==> src/rtl/enemy_pool.sv <==
// -----------------------------------------------------------------------------
// enemy_pool
//   Pool of N_ENEMY walking (goomba-class) enemies. Each slot owns its world
//   position, walking direction and a small IDLE/WALK/SQUISH state machine.
//   New enemies arrive through a valid/ready spawn handshake. Motion and
//   collision against mario are evaluated on every frame tick (rising edge of
//   the VGA vertical sync). A registered pixel path tells the color mapper
//   which slot, if any, covers the current pixel and which sprite texel to use.
//
//   Optional build macro: ENEMY_POOL_MUTUAL_BOUNCE_EN
//     When defined, two walking enemies whose post-move boxes overlap both
//     reverse direction on that tick. When undefined, enemies pass through
//     each other and no pairwise compare logic exists.
//
// Ports
//   Clk, Reset          system clock, synchronous active-high reset
//   frame_clk           VGA_VS; synchronised here, rising edge = frame tick
//   spawn_valid/_x/_dir spawn request (dir 1 = right, 0 = left)
//   spawn_ready         at least one slot is IDLE
//   mario_x, mario_y    mario top-left (world x, screen y)
//   mario_y_motion      signed vertical speed, > 0 means falling
//   mario_alive         0 freezes all motion, squish timers and collision
//   process             scroll offset, screen_x = world_x - process
//   DrawX, DrawY        current VGA pixel
//   enemy_px            pixel is covered by an enemy (registered)
//   enemy_idx           slot owning that pixel, lowest index wins (registered)
//   enemy_squished      owning slot is squished (registered)
//   rom_addr            sprite ROM texel address (registered)
//   alive_mask          bit i set while slot i is walking
//   stomp_pulse         one-cycle pulse after a tick with at least one stomp
//   mario_hit           sticky side/below contact flag, cleared by Reset only
//   stomp_count         saturating total of stomped enemies
// -----------------------------------------------------------------------------
module enemy_pool #(
    parameter int N_ENEMY       = 4,
    parameter int X_MIN         = 0,
    parameter int X_MAX         = 639,
    parameter int GROUND_Y      = 400,
    parameter int SPR_W         = 32,
    parameter int SPR_H         = 32,
    parameter int SPEED         = 1,
    parameter int SQUISH_FRAMES = 30,
    parameter int STOMP_TOL     = 8,
    localparam int IDX_W  = (N_ENEMY > 1) ? $clog2(N_ENEMY) : 1,
    localparam int ADDR_W = (SPR_W * SPR_H > 1) ? $clog2(SPR_W * SPR_H) : 1
) (
    input  logic                Clk,
    input  logic                Reset,
    input  logic                frame_clk,
    input  logic                spawn_valid,
    input  logic [9:0]          spawn_x,
    input  logic                spawn_dir,
    output logic                spawn_ready,
    input  logic [9:0]          mario_x,
    input  logic [9:0]          mario_y,
    input  logic [9:0]          mario_y_motion,
    input  logic                mario_alive,
    input  logic [9:0]          process,
    input  logic [9:0]          DrawX,
    input  logic [9:0]          DrawY,
    output logic                enemy_px,
    output logic [IDX_W-1:0]    enemy_idx,
    output logic                enemy_squished,
    output logic [ADDR_W-1:0]   rom_addr,
    output logic [N_ENEMY-1:0]  alive_mask,
    output logic                stomp_pulse,
    output logic                mario_hit,
    output logic [15:0]         stomp_count
);

    localparam int CNT_W = (SQUISH_FRAMES > 1) ? $clog2(SQUISH_FRAMES) : 1;

    // 12-bit signed views so that x +/- SPEED can never wrap silently
    localparam logic signed [11:0] C_SPEED  = 12'(SPEED);
    localparam logic signed [11:0] C_XMIN   = 12'(X_MIN);
    localparam logic signed [11:0] C_XMAX   = 12'(X_MAX);
    localparam logic signed [11:0] C_SPRW_S = 12'(SPR_W);
    localparam logic signed [11:0] C_SPRH_S = 12'(SPR_H);
    localparam logic [11:0]        C_SPRH_U = 12'(SPR_H);
    localparam logic [11:0]        C_TOL_U  = 12'(STOMP_TOL);
    localparam logic [9:0]         C_XMIN10 = 10'(X_MIN);
    localparam logic [9:0]         C_XMAX10 = 10'(X_MAX);
    localparam logic [9:0]         C_SPRW10 = 10'(SPR_W);
    localparam logic [9:0]         C_SPRH10 = 10'(SPR_H);
    localparam logic [9:0]         C_GROUND = 10'(GROUND_Y);
    localparam logic [CNT_W-1:0]   C_SQ_INIT = CNT_W'(SQUISH_FRAMES - 1);

    typedef enum logic [1:0] {
        S_IDLE   = 2'd0,
        S_WALK   = 2'd1,
        S_SQUISH = 2'd2
    } slot_state_t;

    // Per-slot state
    slot_state_t        r_state [N_ENEMY];
    logic [9:0]         r_x     [N_ENEMY];
    logic [9:0]         r_y     [N_ENEMY];
    logic               r_dir   [N_ENEMY];
    logic [CNT_W-1:0]   r_cnt   [N_ENEMY];

    // frame_clk synchroniser and edge detector
    logic r_fc_s1, r_fc_s2, r_fc_s3;
    logic w_tick, w_tick_live;

    // Spawn selection
    logic [N_ENEMY-1:0] w_spawn_sel;
    logic               w_any_idle;
    logic               w_spawn_go;

    // Tick evaluation
    logic [9:0]         w_nx    [N_ENEMY];
    logic               w_ndir  [N_ENEMY];
    logic [N_ENEMY-1:0] w_stomp;
    logic [N_ENEMY-1:0] w_hit;
    logic [N_ENEMY-1:0] w_flip;
    logic [4:0]         w_pop;
    logic [16:0]        w_cnt_sum;

    // Pixel path (combinational stage feeding the output registers)
    logic               w_pix_hit;
    logic [IDX_W-1:0]   w_pix_idx;
    logic               w_pix_sq;
    logic [ADDR_W-1:0]  w_pix_addr;

    assign w_tick      = r_fc_s2 & ~r_fc_s3;
    assign w_tick_live = w_tick & mario_alive;

    // Lowest-index IDLE slot, judged on the state at the start of the cycle
    always_comb begin
        w_spawn_sel = '0;
        w_any_idle  = 1'b0;
        for (int i = 0; i < N_ENEMY; i++) begin
            if (r_state[i] == S_IDLE && !w_any_idle) begin
                w_spawn_sel[i] = 1'b1;
                w_any_idle     = 1'b1;
            end
        end
    end

    assign spawn_ready = w_any_idle;
    assign w_spawn_go  = spawn_valid & w_any_idle;

    always_comb begin
        alive_mask = '0;
        for (int i = 0; i < N_ENEMY; i++) begin
            alive_mask[i] = (r_state[i] == S_WALK);
        end
    end

    // Post-move position with wall clamping, then collision against mario
    always_comb begin
        logic signed [11:0] v_step;
        logic signed [11:0] v_dx;
        logic signed [11:0] v_dy;
        logic               v_ovl;
        logic               v_fall;
        logic               v_low;
        v_step = '0;
        v_dx   = '0;
        v_dy   = '0;
        v_ovl  = 1'b0;
        v_low  = 1'b0;
        v_fall = $signed(mario_y_motion) > 10'sd0;
        for (int i = 0; i < N_ENEMY; i++) begin
            if (r_dir[i])
                v_step = $signed({2'b00, r_x[i]}) + C_SPEED;
            else
                v_step = $signed({2'b00, r_x[i]}) - C_SPEED;

            if (v_step > C_XMAX) begin
                w_nx[i]   = C_XMAX10;
                w_ndir[i] = 1'b0;
            end else if (v_step < C_XMIN) begin
                w_nx[i]   = C_XMIN10;
                w_ndir[i] = 1'b1;
            end else begin
                w_nx[i]   = v_step[9:0];
                w_ndir[i] = r_dir[i];
            end

            v_dx = $signed({2'b00, mario_x}) - $signed({2'b00, w_nx[i]});
            if (v_dx[11]) v_dx = -v_dx;
            v_dy = $signed({2'b00, mario_y}) - $signed({2'b00, r_y[i]});
            if (v_dy[11]) v_dy = -v_dy;
            v_ovl = (v_dx < C_SPRW_S) && (v_dy < C_SPRH_S);
            // mario's feet no deeper than STOMP_TOL below the enemy's top
            v_low = ({2'b00, mario_y} + C_SPRH_U) <= ({2'b00, r_y[i]} + C_TOL_U);

            w_stomp[i] = (r_state[i] == S_WALK) && v_ovl && v_fall && v_low;
            w_hit[i]   = (r_state[i] == S_WALK) && v_ovl && !(v_fall && v_low);
        end
    end

    // Enemy-vs-enemy bounce on post-wall positions
    always_comb begin
`ifdef ENEMY_POOL_MUTUAL_BOUNCE_EN
        logic signed [11:0] v_d;
        v_d = '0;
`endif
        w_flip = '0;
`ifdef ENEMY_POOL_MUTUAL_BOUNCE_EN
        for (int i = 0; i < N_ENEMY; i++) begin
            for (int j = 0; j < N_ENEMY; j++) begin
                if (i != j && r_state[i] == S_WALK && r_state[j] == S_WALK) begin
                    v_d = $signed({2'b00, w_nx[i]}) - $signed({2'b00, w_nx[j]});
                    if (v_d[11]) v_d = -v_d;
                    if (v_d < C_SPRW_S) w_flip[i] = 1'b1;
                end
            end
        end
`endif
    end

    always_comb begin
        w_pop = '0;
        for (int i = 0; i < N_ENEMY; i++) begin
            w_pop = w_pop + {4'b0000, w_stomp[i]};
        end
    end

    assign w_cnt_sum = {1'b0, stomp_count} + {12'd0, w_pop};

    // Pixel cover search; walking downwards lets the lowest index win
    always_comb begin
        logic [9:0] v_sx;
        logic [9:0] v_dxp;
        logic [9:0] v_dyp;
        logic [9:0] v_col;
        v_sx       = '0;
        v_dxp      = '0;
        v_dyp      = '0;
        v_col      = '0;
        w_pix_hit  = 1'b0;
        w_pix_idx  = '0;
        w_pix_sq   = 1'b0;
        w_pix_addr = '0;
        for (int i = N_ENEMY - 1; i >= 0; i--) begin
            v_sx  = r_x[i] - process;
            // unsigned wrap turns pixels left of / above the sprite into huge values
            v_dxp = DrawX - v_sx;
            v_dyp = DrawY - r_y[i];
            v_col = r_dir[i] ? v_dxp : (C_SPRW10 - 10'd1 - v_dxp);
            if (r_state[i] != S_IDLE && v_dxp < C_SPRW10 && v_dyp < C_SPRH10) begin
                w_pix_hit  = 1'b1;
                w_pix_idx  = IDX_W'(i);
                w_pix_sq   = (r_state[i] == S_SQUISH);
                w_pix_addr = ADDR_W'(({10'd0, v_dyp} * 20'(SPR_W)) + {10'd0, v_col});
            end
        end
    end

    always_ff @(posedge Clk) begin
        if (Reset) begin
            r_fc_s1        <= 1'b0;
            r_fc_s2        <= 1'b0;
            r_fc_s3        <= 1'b0;
            for (int i = 0; i < N_ENEMY; i++) begin
                r_state[i] <= S_IDLE;
                r_x[i]     <= '0;
                r_y[i]     <= C_GROUND;
                r_dir[i]   <= 1'b0;
                r_cnt[i]   <= '0;
            end
            stomp_pulse    <= 1'b0;
            mario_hit      <= 1'b0;
            stomp_count    <= '0;
            enemy_px       <= 1'b0;
            enemy_idx      <= '0;
            enemy_squished <= 1'b0;
            rom_addr       <= '0;
        end else begin
            r_fc_s1 <= frame_clk;
            r_fc_s2 <= r_fc_s1;
            r_fc_s3 <= r_fc_s2;

            for (int i = 0; i < N_ENEMY; i++) begin
                if (w_spawn_go && w_spawn_sel[i]) begin
                    r_state[i] <= S_WALK;
                    r_x[i]     <= spawn_x;
                    r_y[i]     <= C_GROUND;
                    r_dir[i]   <= spawn_dir;
                end else if (w_tick_live) begin
                    case (r_state[i])
                        S_WALK: begin
                            r_x[i]   <= w_nx[i];
                            r_dir[i] <= w_ndir[i] ^ w_flip[i];
                            if (w_stomp[i]) begin
                                r_state[i] <= S_SQUISH;
                                r_cnt[i]   <= C_SQ_INIT;
                            end
                        end
                        S_SQUISH: begin
                            if (r_cnt[i] == '0)
                                r_state[i] <= S_IDLE;
                            else
                                r_cnt[i] <= r_cnt[i] - 1'b1;
                        end
                        default: ;
                    endcase
                end
            end

            stomp_pulse <= w_tick_live & (|w_stomp);
            if (w_tick_live && (|w_hit)) mario_hit <= 1'b1;
            if (w_tick_live) begin
                stomp_count <= w_cnt_sum[16] ? 16'hFFFF : w_cnt_sum[15:0];
            end

            enemy_px       <= w_pix_hit;
            enemy_idx      <= w_pix_idx;
            enemy_squished <= w_pix_sq;
            rom_addr       <= w_pix_addr;
        end
    end

endmodule
==> config.mk <==
export PLATFORM = sky130hd
export DESIGN_NAME = enemy_pool
export DESIGN_NICKNAME = d
export VERILOG_FILES = /design/src/rtl/enemy_pool.sv
export SDC_FILE = /design/constraint.sdc
export NUM_CORES = 1
export LEC_CHECK = 0
export CAP_MARGIN = 25
export CORE_MARGIN = 1
export CORE_UTILIZATION = 33
export CTS_CLUSTER_SIZE = 14
export DETAILED_ROUTE_END_ITERATION = 16
export GPL_TIMING_DRIVEN = 0
export PLACE_DENSITY_LB_ADDON = 0.1
export REMOVE_ABC_BUFFERS = 1
export SYNTH_ARGS = -nofsm -noshare
export SYNTH_HDL_FRONTEND = slang
export SYNTH_SLANG_ARGS = --single-unit
==> constraint.sdc <==
create_clock -name Clk -period 19.7 [get_ports Clk]
set_input_delay 2.955 -clock Clk [delete_from_list [all_inputs] [get_ports Clk]]
set_output_delay 2.955 -clock Clk [all_outputs]
set_load 0.01 [all_outputs]
# ---- Yosys cells after proc, flatten, opt, wreduce, memory -nomap -nowiden
# Memories as Yosys holds them, arrays and structs flattened.
# Cells that the tools add are included.
dict set report op_classes {
  bitwise_logic 41
  magnitude_cmp 29
  reduce_logical 63
  multipliers 0
  eq_ne 8
  muxes 197
  div_mod_pow 0
  addsub 57
  shifts 0
}
# cell n
set op_table {}
lappend op_table {{10-bit two-way mux} 24}
lappend op_table {{12-bit two-way mux} 12}
lappend op_table {{1-bit two-way mux} 138}
lappend op_table {{12-bit by 7-bit < comparator with 1-bit output (second input constant)} 8}
lappend op_table {{11-bit negator with 12-bit output} 8}
lappend op_table {{10-bit by 6-bit < comparator with 1-bit output (second input constant)} 8}
lappend op_table {{10-bit subtractor} 8}
lappend op_table {{12-bit by 11-bit > comparator with 1-bit output (second input constant)} 4}
lappend op_table {{12-bit by 1-bit < comparator with 1-bit output (second input constant)} 4}
lappend op_table {{10-bit by 1-bit adder with 11-bit output (second input constant)} 4}
lappend op_table {{10-bit by 4-bit adder with 11-bit output (both inputs constant)} 4}
lappend op_table {{10-bit by 1-bit subtractor with 11-bit output (second input constant)} 4}
lappend op_table {{10-bit by 10-bit subtractor with 11-bit output} 4}
lappend op_table {{10-bit by 10-bit subtractor with 11-bit output (second input constant)} 4}
lappend op_table {{10-bit adder} 4}
lappend op_table {{1-bit logical AND} 40}
lappend op_table {{5-bit two-way mux} 8}
lappend op_table {{10-bit subtractor (second input constant)} 4}
lappend op_table {{5-bit by 10-bit subtractor with 10-bit output (first input constant)} 4}
lappend op_table {{12-bit by 11-bit <= comparator with 1-bit output} 3}
lappend op_table {{1-bit bitwise OR} 36}
lappend op_table {{2-bit two-way mux} 14}
lappend op_table {{5-bit zero test} 4}
lappend op_table {{5-bit by 1-bit subtractor with 5-bit output (second input constant)} 4}
lappend op_table {{18 further kinds} 40}
dict set report totals {
  ramBits 72
  mem_bits_ro 0
  out_inout_bits 37
  in_bits 76
  wordCells 410
  register_bits 35
  n_memories 4
  latch_bits 0
}
# memory words width rd rd_clocked_by_memory_dff write_ports line_no
set memory_table {}
lappend memory_table {r_x 4 10 4 0 4 96} ;# logic [9:0] r_x [N_ENEMY];
lappend memory_table {r_cnt 4 5 4 0 4 99} ;# logic [CNT_W-1:0] r_cnt [N_ENEMY];
lappend memory_table {r_state 4 2 4 0 4 95} ;# slot_state_t r_state [N_ENEMY];
lappend memory_table {r_dir 4 1 4 0 4 98} ;# logic r_dir [N_ENEMY];

# ---- Logic depth before layout (Yosys ltp)
# An unclocked memory read counts as a cell.
dict set report logic_depth {
  ltp_word 22
  mapped_depth 30
}

# ---- Least setup slack after synthesis
# No wires, ideal clock.
dict set report synth_path {
  path_kind {input-to-reg}
  from {input mario_x[0]}
  to {register stomp_count[2]}
  slack_ps 12348
  path_stages 20
  path_buffers 0
  arrival_ps 7220
  cell_sequence {inv_1 > ha_1 > inv_1 > fa_1 > a211oi_1 > o21ai_0 > a21oi_1 > xor2_1 > o21ai_0 > or4b_1 > a21oi_1 > and2_1 > fa_1 > fa_1 > fa_1 > nand3_1 > or2_2 > nor2_1 > nand2_1 > a21oi_1}
}
dict set report synth_between {
  elab_chain_len 13
  word_cells_on_any_way 37
}
# item line_no
set synth_lines {}
lappend synth_lines {{from (decl)} 54} ;# input logic [9:0] mario_x,
lappend synth_lines {{10-bit by 10-bit subtractor with 11-bit output} 181} ;# v_dx = $signed({2'b00, mario_x}) - $signed({2'b00, w_nx[i]});
lappend synth_lines {{11-bit negator with 12-bit output} 182} ;# if (v_dx[11]) v_dx = -v_dx;
lappend synth_lines {{12-bit two-way mux} 182}
lappend synth_lines {{12-bit by 7-bit < comparator with 1-bit output} 185} ;# v_ovl = (v_dx < C_SPRW_S) && (v_dy < C_SPRH_S);
lappend synth_lines {{1-bit logical AND} 185}
lappend synth_lines {{1-bit logical AND (3 in a row)} 189} ;# w_stomp[i] = (r_state[i] == S_WALK) && v_ovl && v_fall && v_low;
lappend synth_lines {{1-bit by 1-bit adder with 2-bit output} 217} ;# w_pop = w_pop + {4'b0000, w_stomp[i]};
lappend synth_lines {{2-bit by 1-bit adder with 3-bit output} 217}
lappend synth_lines {{3-bit by 1-bit adder with 4-bit output (*)} 217}
lappend synth_lines {{16-bit by 4-bit adder with 17-bit output (*)} 221} ;# assign w_cnt_sum = {1'b0, stomp_count} + {12'd0, w_pop};
lappend synth_lines {{16-bit two-way mux (*)} 306} ;# stomp_count <= w_cnt_sum[16] ? 16'hFFFF : w_cnt_sum[15:0];
lappend synth_lines {{to (signal assigned)} 306}
lappend synth_lines {{to (decl)} 68} ;# output logic [15:0] stomp_count
# Mark *: on every way between the ends. The rest lies on a longest branch, timed or not.
# A chain may end at the register's enable or synchronous reset.

# ---- Worst setup path in the final report
dict set report layout_path {
  from {input mario_x[1]}
  to {register stomp_count[8]}
}
# Same word-level chain as after synthesis.

==> reports/metrics.csv <==
stage,metric,value,unit
floorplanning,die_x,200,um
grt,use_met2,0.3340,
place,finalWeightedCongestion,0.8644,
floorplanning,rows,72,
clock_tree,worstSkewPairLatency,0.37,ns
place,dp_hpwl,33380,um
grt,grt_overflow,0,
yosys,synth_top_area_share,0.1671,
worst_setup_path,reg2reg_to,stomp_count[8],
sta,setup_viol,0,
power_and_ir_drop,powerDensity,69.58,mW/mm2
min_path,hold_end,r_fc_s2,
sta,drv_slew,0,
floorplanning,ios,113,
grt,grt_max_degree,26,
yosys,ys_async_sr_fraction,0,
yosys,syn-mean-instance-area,8.152,um2
final_layout,regArea,0.002863,mm2
run,drv_cap,0,
place,pre_cts_slack,10.74,ns
clock_tree,path_clk_slew,0.08,ns
final_layout,drive_gt1_frac,0.03403,
sta,fin_setup_tns,0,ns
yosys,synth-main-ff-cell,edfxtp_1,
worst_setup_path,critical_path_peak_fanout,10,
min_path,hold_start,r_fc_s1,
routing,drtIter0Drc,771,
sta,fmax,0.1172,GHz
grt,grt_antenna_before_repair,0,
clock_tree,root_buffer,clkbuf_16,
run_status,outcome,"finished, final reports clean",
power_and_ir_drop,ir_drop,0.00003489,V
yosys,syn_inst,1587,
routing,drt_pass1_iterations,7,
worst_setup_path,r2r_slack,11.34,ns
min_path,min_path_cells,1,
routing,drt_wl_total,40970,um
final_layout,multi_input_area,0.009330,mm2
floorplanning,start_util,0.3348,
sta,post-route-min-period,8.530,ns
yosys,synth_edf_count,72,
power_and_ir_drop,leakagePower,6.094,nW
routing,postRouteAntennaNets,0,
place,place.port_buffers,112,
worst_setup_path,arrival,8.81,ns
clock_tree,cts_buffer_depth,2,
sta,whs,0.4588,ns
yosys,synth_area_leaders,"edfxtp_1 (17%), ha_1 (12%), fa_1 (7.3%), xnor2_1 (6.8%), dfxtp_1 (5.4%)",
yosys,ys_seq_area_frac,0.2213,
min_path,hp-class,flip-flop to flip-flop,
worst_setup_path,end_kind,flip-flop,
floorplanning,dieArea,0.04000,mm2
sta,finalCritPeriodShare,0.4330,
clock_tree,cts_setup_buffers,0,
yosys,synth_area,0.01294,mm2
power_and_ir_drop,p_total,0.001035,W
worst_setup_path,reg2regPathDepth,25,
worst_setup_path,required,19.98,ns
clock_tree,ctsHoldBuffers,0,
worst_setup_path,rr_startpoint,r_dir[2],
yosys,synthTopCellsByCount,"inv_1 (155), nand2_1 (152), nor2_1 (125)",
routing,wl_per_cell,18.68,um
grt,grt_busiest_layer,met2,
yosys,ys_seq_elements,107,
sta,layout_setup_ws,11.17,ns
yosys,yosysMostFrequentCell,inv_1,
grt,grt_pass1_vias,11130,
grt,grt_usage,0.2091,
routing,num_vias,11710,
sta,finClkSkew,0.009905,ns
final_layout,areaGrowthSynthToFinish,15.03,%
yosys,synth_area_leader_cell,edfxtp_1,
grt,grt_pass1_wl,63490,um
grt,met1_usage,0.2991,
clock_tree,cts_sinks,107,
clock_tree,cts_tree,yes,
clock_tree,numCtsBuffers,9,
sta,slew_headroom,0.3118,
final_layout,nFillCells,3975,
routing,drc,0,
grt,gr-usage-met3,0.01865,
yosys,yosysWarningCount,0,
routing,via_per_inst,5.338,
worst_setup_path,crit_type,input port to flip-flop,
sta,worst_pin_slew,1.032,ns
worst_setup_path,crit_path_start_kind,input port,
sta,rsz0062_at_grt,no,
clock_tree,htreeDepth,3,
sta,finalHoldViolCount,0,
final_layout,insertedDiodeCount,0,
clock_tree,ctsResizeCount,0,
yosys,yosysUniqueCellTypes,85,
floorplanning,core,0.03865,mm2
final_layout,nets,1914,
floorplanning,die_h,200,um
final_layout,utilization,0.3851,
registers in the layout (all words and copies together) (netlist names):
register / count
enemy_idx: 2
r_fc_s1: 1
stomp_pulse: 1
rom_addr: 10
r_dir: 4
stomp_count: 16
r_fc_s3: 1
r_fc_s2: 1
enemy_squished: 1
r_state: 8
enemy_px: 1
r_x: 40
mario_hit: 1
r_cnt: 20
cells in the final DEF (no fill, tap or decap), types with 37 or more instances in the layout:
cell type	instances
nor2_1	125
xnor2_1	100
clkdlybuf4s50_1	112
inv_1	155
fa_1	47
a21oi_1	93
nand3_1	37
xor2_1	49
nor3_1	45
o21ai_0	100
ha_1	121
nand2_1	152
edfxtp_1	72
worst max-delay path by stage:
stage                     from               to  slack (ns)  cells after the start
finish              mario_x[1]   stomp_count[8]       11.17                     18
floorplan           mario_x[0]  stomp_count[10]       12.35                     20
global placement    mario_x[1]   stomp_count[4]       10.79                     18
global route          r_dir[2]   stomp_count[8]       10.74                     25
detailed placement  mario_x[1]   stomp_count[8]       10.74                     18
CTS                 mario_x[1]   stomp_count[8]       11.11                     18
metrics by stage:
stage / cells / area (um2)
after CTS: 2191 / 14860
after global placement: 2173 / 14540
after global routing: 2193 / 14880
after detailed placement: 2175 / 14580
after floorplan: 1543 / 12770
final: 2193 / 14880
per-layer routing:
layer | vias to the layer above | wire length (um)
met5 | - | 0
met4 | 0 | 816
met3 | 40 | 1444
met2 | 270 | 18280
met1 | 5538 | 20440
li1 | 5858 | -
cells by family after synthesis:
group | synth area share
compound gates | 0.2014
xor+xnor | 0.1009
fa+ha+maj | 0.1905
buf+inv | 0.05793
flops | 0.2213
mux | 0.01625
simple gates | 0.2118
critical path, cell delays in order:
cell             delay (ns)
clkdlybuf4s50_1        0.84
inv_1                  0.28
fa_1                   0.54
nor2b_1                0.14
o2111a_1               0.24
o32ai_1                0.13
or4_4                  0.45
or3_1                  0.32
or3_4                  0.34
a221oi_4               0.53
and2_2                 0.26
fa_1                   0.23
fa_1                   0.26
nand3_1                0.13
or2_2                  0.32
nor2_1                 0.25
nand2_1                0.33
a21oi_1                0.22
power by group:
part / leakage (nW) / total, W / internal, W / switching (W)
Clock: 0.141 / 0.000185 / 0.0000879 / 0.0000975
Sequential: 1.03 / 0.000270 / 0.000249 / 0.0000205
Combinational: 4.92 / 0.000581 / 0.000258 / 0.000322
Total: 6.09 / 0.00104 / 0.000595 / 0.000440
cell type report:
type	count	share of cell area
multi-input cells	1281	0.6270
flip-flops and latches	107	0.1924
repair buffers	116	0.07945
well taps	518	0.04355
inverters	155	0.03910
clock buffers	10	0.01539
clock inverters	6	0.003195
Power figures use the tool's default switching activity.
